### config.mk
export PLATFORM = sky130hd
export DESIGN_NAME = read_slave
export DESIGN_NICKNAME = d
export VERILOG_FILES = /design/src/rtl/axi_pkg.sv /design/src/rtl/read_addr_gen.sv /design/src/rtl/read_slave.sv
export SDC_FILE = /design/constraint.sdc
export NUM_CORES = 1
export LEC_CHECK = 0
export CAP_MARGIN = 25
export CELL_PAD_IN_SITES_DETAIL_PLACEMENT = 0
export CELL_PAD_IN_SITES_GLOBAL_PLACEMENT = 2
export CORE_MARGIN = 2
export CORE_UTILIZATION = 30
export CTS_BUF_LIST = sky130_fd_sc_hd__clkbuf_8 sky130_fd_sc_hd__clkbuf_16
export CTS_CLUSTER_DIAMETER = 50
export DETAILED_ROUTE_END_ITERATION = 8
export PLACE_DENSITY = 0.88
export SETUP_SLACK_MARGIN = 0.4
export SYNTH_ARGS = -nofsm -noshare
export SYNTH_HDL_FRONTEND = slang
export SYNTH_SLANG_ARGS = --single-unit
### constraint.sdc
create_clock -name ACLK -period 4.1 [get_ports ACLK]
set_input_delay 1.025 -clock ACLK [delete_from_list [all_inputs] [get_ports ACLK]]
set_output_delay 1.025 -clock ACLK [all_outputs]
set_load 0.01 [all_outputs]
### src/rtl/axi_pkg.sv
// rtl/axi_pkg.sv - shared AXI encodings, read FSM states and default widths
package axi_pkg;

    localparam int ADDR_W_DEF = 32;
    localparam int DATA_W_DEF = 32;
    localparam int ID_W_DEF   = 4;

    localparam logic [1:0] BURST_FIXED = 2'b00;
    localparam logic [1:0] BURST_INCR  = 2'b01;
    localparam logic [1:0] BURST_WRAP  = 2'b10;
    localparam logic [1:0] BURST_RSVD  = 2'b11;

    localparam logic [1:0] RESP_OKAY   = 2'b00;
    localparam logic [1:0] RESP_EXOKAY = 2'b01;
    localparam logic [1:0] RESP_SLVERR = 2'b10;
    localparam logic [1:0] RESP_DECERR = 2'b11;

    typedef enum logic [2:0] {
        RS_IDLE,
        RS_RD,
        RS_CAP,
        RS_RESP,
        RS_ERR
    } rs_state_t;

    // WRAP bursts must span a power-of-two number of beats: 2, 4, 8 or 16.
    function automatic logic wrap_len_ok(input logic [3:0] len);
        return (len == 4'd1) || (len == 4'd3) || (len == 4'd7) || (len == 4'd15);
    endfunction

endpackage

### src/rtl/read_addr_gen.sv
// rtl/read_addr_gen.sv - combinational next-beat address for FIXED/INCR/WRAP bursts
//
// Ports:
//   addr      current beat byte address
//   size      log2(bytes per beat)
//   len       beats minus one
//   burst     burst type encoding
//   next_addr byte address of the following beat
module read_addr_gen #(
    parameter int ADDR_W = 32
) (
    input  logic [ADDR_W-1:0] addr,
    input  logic [2:0]        size,
    input  logic [3:0]        len,
    input  logic [1:0]        burst,
    output logic [ADDR_W-1:0] next_addr
);
    import axi_pkg::*;

    localparam logic [ADDR_W-1:0] ONE = {{(ADDR_W-1){1'b0}}, 1'b1};

    logic [ADDR_W-1:0] size_b;
    logic [ADDR_W-1:0] span;
    logic [ADDR_W-1:0] wrap_mask;
    logic [ADDR_W-1:0] incr;

    always_comb begin
        size_b    = ONE << size;
        // span = (len+1) * size; only meaningful for legal WRAP requests,
        // where it is a power of two and addr is size-aligned.
        span      = {{(ADDR_W-5){1'b0}}, ({1'b0, len} + 5'd1)} << size;
        wrap_mask = span - ONE;
        incr      = addr + size_b;
        next_addr = addr;
        case (burst)
            BURST_INCR: next_addr = incr;
            BURST_WRAP: next_addr = (addr & ~wrap_mask) | (incr & wrap_mask);
            default:    next_addr = addr;
        endcase
    end

endmodule

### src/rtl/read_slave.sv
// rtl/read_slave.sv - AXI3 read-channel responder over a 1-cycle synchronous memory
//
// Ports:
//   ACLK, ARESET                  clock, synchronous active-high reset
//   AR* / ARVALID / ARREADY       read request channel (one outstanding)
//   RID/RDATA/RRESP/RLAST/RVALID  read data channel, RREADY backpressure
//   mem_rd_en/mem_addr/mem_rdata  word-aligned memory read port, data next cycle
module read_slave #(
    parameter int ADDR_W = axi_pkg::ADDR_W_DEF,
    parameter int DATA_W = axi_pkg::DATA_W_DEF,
    parameter int ID_W   = axi_pkg::ID_W_DEF
) (
    input  logic              ACLK,
    input  logic              ARESET,
    input  logic [ID_W-1:0]   ARID,
    input  logic [ADDR_W-1:0] ARADDR,
    input  logic [3:0]        ARLEN,
    input  logic [2:0]        ARSIZE,
    input  logic [1:0]        ARBURST,
    input  logic [1:0]        ARLOCK,
    input  logic [3:0]        ARCACHE,
    input  logic [2:0]        ARPROT,
    input  logic              ARVALID,
    output logic              ARREADY,
    output logic [ID_W-1:0]   RID,
    output logic [DATA_W-1:0] RDATA,
    output logic [1:0]        RRESP,
    output logic              RLAST,
    output logic              RVALID,
    input  logic              RREADY,
    output logic              mem_rd_en,
    output logic [ADDR_W-1:0] mem_addr,
    input  logic [DATA_W-1:0] mem_rdata
);
    import axi_pkg::*;

    localparam int LANE_BITS = $clog2(DATA_W / 8);
    localparam logic [ADDR_W-1:0] ONE       = {{(ADDR_W-1){1'b0}}, 1'b1};
    localparam logic [ADDR_W-1:0] LANE_MASK = {{(ADDR_W-LANE_BITS){1'b0}}, {LANE_BITS{1'b1}}};

    rs_state_t         state;
    logic [ADDR_W-1:0] addr_q;
    logic [3:0]        len_q;
    logic [3:0]        beat_q;
    logic [2:0]        size_q;
    logic [1:0]        burst_q;
    logic [ADDR_W-1:0] next_addr;
    logic [ADDR_W-1:0] size_mask;
    logic              illegal;
    logic              unused_sideband;

    assign unused_sideband = ^{ARLOCK, ARCACHE, ARPROT};

    // Gated by ARESET so the channel is closed for the whole reset pulse.
    assign ARREADY = (state == RS_IDLE) && !ARESET;

    read_addr_gen #(.ADDR_W(ADDR_W)) u_addr_gen (
        .addr      (addr_q),
        .size      (size_q),
        .len       (len_q),
        .burst     (burst_q),
        .next_addr (next_addr)
    );

    always_comb begin
        size_mask = (ONE << ARSIZE) - ONE;
        illegal   = 1'b0;
        if (ARBURST == BURST_RSVD) begin
            illegal = 1'b1;
        end
        if (ARSIZE > 3'(LANE_BITS)) begin
            illegal = 1'b1;
        end
        if (ARBURST == BURST_WRAP) begin
            if (!wrap_len_ok(ARLEN) || ((ARADDR & size_mask) != '0)) begin
                illegal = 1'b1;
            end
        end
    end

    always_ff @(posedge ACLK) begin
        if (ARESET) begin
            state     <= RS_IDLE;
            addr_q    <= '0;
            len_q     <= '0;
            beat_q    <= '0;
            size_q    <= '0;
            burst_q   <= BURST_FIXED;
            RVALID    <= 1'b0;
            RLAST     <= 1'b0;
            RDATA     <= '0;
            RID       <= '0;
            RRESP     <= RESP_OKAY;
            mem_rd_en <= 1'b0;
            mem_addr  <= '0;
        end else begin
            case (state)
                RS_IDLE: begin
                    if (ARVALID) begin
                        addr_q  <= ARADDR;
                        len_q   <= ARLEN;
                        size_q  <= ARSIZE;
                        burst_q <= ARBURST;
                        beat_q  <= '0;
                        RID     <= ARID;
                        if (illegal) begin
                            // Error beats need no memory: first beat is valid next cycle.
                            state  <= RS_ERR;
                            RVALID <= 1'b1;
                            RDATA  <= '0;
                            RRESP  <= RESP_SLVERR;
                            RLAST  <= (ARLEN == 4'd0);
                        end else begin
                            state     <= RS_RD;
                            mem_rd_en <= 1'b1;
                            mem_addr  <= ARADDR & ~LANE_MASK;
                        end
                    end
                end
                RS_RD: begin
                    mem_rd_en <= 1'b0;
                    state     <= RS_CAP;
                end
                RS_CAP: begin
                    RDATA  <= mem_rdata;
                    RRESP  <= RESP_OKAY;
                    RLAST  <= (beat_q == len_q);
                    RVALID <= 1'b1;
                    state  <= RS_RESP;
                end
                RS_RESP: begin
                    if (RREADY) begin
                        RVALID <= 1'b0;
                        RLAST  <= 1'b0;
                        if (beat_q == len_q) begin
                            state <= RS_IDLE;
                        end else begin
                            addr_q    <= next_addr;
                            beat_q    <= beat_q + 4'd1;
                            mem_rd_en <= 1'b1;
                            mem_addr  <= next_addr & ~LANE_MASK;
                            state     <= RS_RD;
                        end
                    end
                end
                RS_ERR: begin
                    if (RREADY) begin
                        if (beat_q == len_q) begin
                            RVALID <= 1'b0;
                            RLAST  <= 1'b0;
                            state  <= RS_IDLE;
                        end else begin
                            beat_q <= beat_q + 4'd1;
                            RLAST  <= ((beat_q + 4'd1) == len_q);
                        end
                    end
                end
                default: state <= RS_IDLE;
            endcase
        end
    end

endmodule

==> reports/metrics.csv <==
metric,value,unit
first_global_vias,7620,
grt-ovfl-total,0,
yosysWarnings,0,
post_dp_cell_area,0.009515,mm²
fin_util,40.32,%
track_usage,20.00,%
setup_ws,0.6732,ns
fp-row-count,58,
worst_r2r_path_depth,12,
core,0.02518,mm²
synthFlopType,dfxtp_1,
path_buf_inv,2,
postRouteAntennaNets,0,
dp_slack,0.2502,ns
cts_htree_levels,4,
drt_drc_violations_left,0,
tritoncts,built,
yosys.area.top_type,dfxtp_1,
clk_latency,0.42,ns
rsz0062_at_grt,no,
maxSlewViolCount,0,
critPathTopFamily,compound AO/OA/AOI/OAI gates,
clkTransAtPathRegs,0.06,ns
path_max_fanout,28,
skew,0.01056,ns
antennaDiodeCount,0,
stdcell_area,0.01015,mm²
cpMaxStageDelayCell,clkdlybuf4s50_1,
r2r_start,len_q[2],
setup-violations-final,0,
wl_per_cell,18.64,µm
fill_cells,2529,
dr.pass1.iters,5,
run_status,completed,
clock-sinks,118,
leakage,3.742,nW
layout.nets,1205,
fmax,0.2918,GHz
crit_chain,clkdlybuf4s50_1 -> nand3_1 -> ha_1 -> nand2b_1 -> nand4b_1 -> nor4_1 -> o41ai_2 -> buf_4 -> nand2_1 -> a21oi_1 -> a2111oi_0 -> a211oi_1,
start_kind,input pin,
area_growth,32.25,%
clockBufferDepth,2,
grt_antenna_before_repair,0,
cp-end-kind,flip-flop,
fin_crit,3.427,ns
tightest_slew,0.9719,ns
dp_hpwl,19170,µm
regToRegEndpoint,addr_q[27],
die_h,164.0,µm
p_per_area,390.1,mW/mm²
drive_gt1_share,11.42,%
final.setup.tns,0,ns
synth.distinct_cells,103,
yosysSeqAreaShare,30.77,%
slowest_delay,0.49,ns
globalplace.congestion,0.8999,
root_buffer,clkbuf_16,
worstSetupPathType,in -> reg,
fin_crit_sh,83.58,%
cp_data_required_time,4.44,ns
hold_violations,0,
hold_path.startpoint,mem_addr[11],
start_util,30.49,%
power,3.961,mW
ys_top_cells_by_area,"dfxtp_1 31%, a21oi_1 5.1%, nor2_1 4.9%, nand2_1 4.8%, a22oi_1 4.5%",
fp.dieW,164.0,µm
synth-edff-count,0,
io_buffers,151,
grt_pass1_wl,42170,µm
min_path_cells,2,
slew_headroom,35.21,%
postCtsSetupBuffers,0,
synth.top_cell.area_share,30.77,%
wl,26880,µm
syn_area_per_cell,7.981,µm²
drv_cap,0,
synth_seq_cells,118,
drt_iter0_drc,554,
ir_worst_vdd,225.5,µV
cts_buffers,17,
whs_endpoint,mem_addr[11],
arrival,3.76,ns
vias_per_cell,5.487,
r2r_slack,0.71,ns
grt_max_degree,90,
synthTopCellsByCount,"118 x dfxtp_1, 100 x nor2_1, 98 x nand2_1",
hold_class,reg -> reg,
hold_buffers,0,
pin_count,164,
yosysMostFrequentCell,dfxtp_1,
synth_area,0.007677,mm²
dieArea,0.02689,mm²
synthArstFlopShare,0,%
synth_cells,962,
vias,7912,
-- flip-flops by register name, indices dropped and copies added, names as in the netlist, 3 cells and up --
signal,cells
state,3
beat_q,4
RDATA,32
size_q,3
mem_addr,30
RID,4
len_q,4
addr_q,32
-- cell usage in the layout, fill, tap and decap left out, types with 6 or more instances in the layout --
master	n
xnor2_1	13
dfxtp_1	115
o21ai_0	36
a211oi_1	20
nor3b_1	15
nand4_1	9
a31oi_1	13
a21oi_1	78
a311oi_1	10
a21boi_0	7
inv_1	18
ha_1	15
nand3_1	29
and3_1	14
buf_4	45
nand3b_1	12
xor2_1	6
nand2_1	98
a21o_1	9
clkbuf_16	17
nor4_1	8
o31ai_1	11
and2_1	8
a311o_1	7
clkdlybuf4s50_1	150
a221oi_1	6
a22oi_1	46
nor2_1	98
nor3_1	26
-- cell families after synthesis --
logic type	after synthesis	synth area share [%]
XOR/XNOR	21	2.738
adder cells (fa/ha/maj)	16	2.705
AO/OA/AOI/OAI	334	31.49
buffers and inverters	99	6.942
AND/OR/NAND/NOR	366	24.32
other	1	0.04884
flip-flops	118	30.77
multiplexers	7	0.9941
-- worst min-delay path, cell delays in order (launching register included) --
cell and delay [ns]:
dfxtp_1 0.31, nand2_1 0.05, a21oi_1 0.05
-- final cells by class --
cell class	instances	area, µm²	area share, %
well taps	330	412.9	4.067
clock inverters	15	192.7	1.898
inverters	19	71.32	0.7024
flip-flops and latches	118	2366	23.30
multi-input cells	747	4826	47.53
clock buffers	17	425.4	4.190
repair buffers	196	1859	18.31
-- what timing repair did --
action,in CTS,in global routing
setup endpoints to repair,0,14
hold endpoints to repair,0,0
gates resized for setup,0,7
-- worst max path at each step --
stage | start | end | slack, ns | cells after the start
final | ARSIZE[1] | mem_addr[9] | 0.67 | 12
after global routing | size_q[2] | mem_addr[14] | 0.46 | 11
after CTS | size_q[2] | mem_addr[13] | 0.47 | 10
after detailed placement | ARSIZE[1] | mem_addr[15] | 0.25 | 11
after global placement | ARSIZE[2] | addr_q[8] | 0.26 | 11
after floorplan | size_q[1] | addr_q[14] | 0.99 | 12
-- power breakdown --
group / switching, mW / leakage (nW) / total (mW) / internal [mW]
Sequential: 0.105 / 0.964 / 1.34 / 1.24
Clock: 0.631 / 0.306 / 1.60 / 0.974
Combinational: 0.569 / 2.47 / 1.01 / 0.444
Total: 1.30 / 3.74 / 3.96 / 2.66
-- metrics by stage --
stage | std cells | hold WS (ns)
3_5_place_dp | 1410 | 0.4496
3_3_place_gp | 1410 | 0.4446
4_1_cts | 1442 | 0.4580
6_report | 1442 | 0.4559
2_1_floorplan | 964 | 0.4530
5_1_grt | 1442 | 0.4816
-- per-layer routing --
layer / GRT usage, % / part of all wire (%) / wire length (µm) / vias up
met5: 0 / 0 / 0 / -
met4: 5.622 / 1.5 / 405 / 0
met3: 4.293 / 6.3 / 1701 / 27
met2: 32.45 / 47 / 12540 / 236
met1: 26.75 / 46 / 12230 / 3765
li1: - / - / - / 3884
No activity file was read; power rests on OpenSTA's default activity.
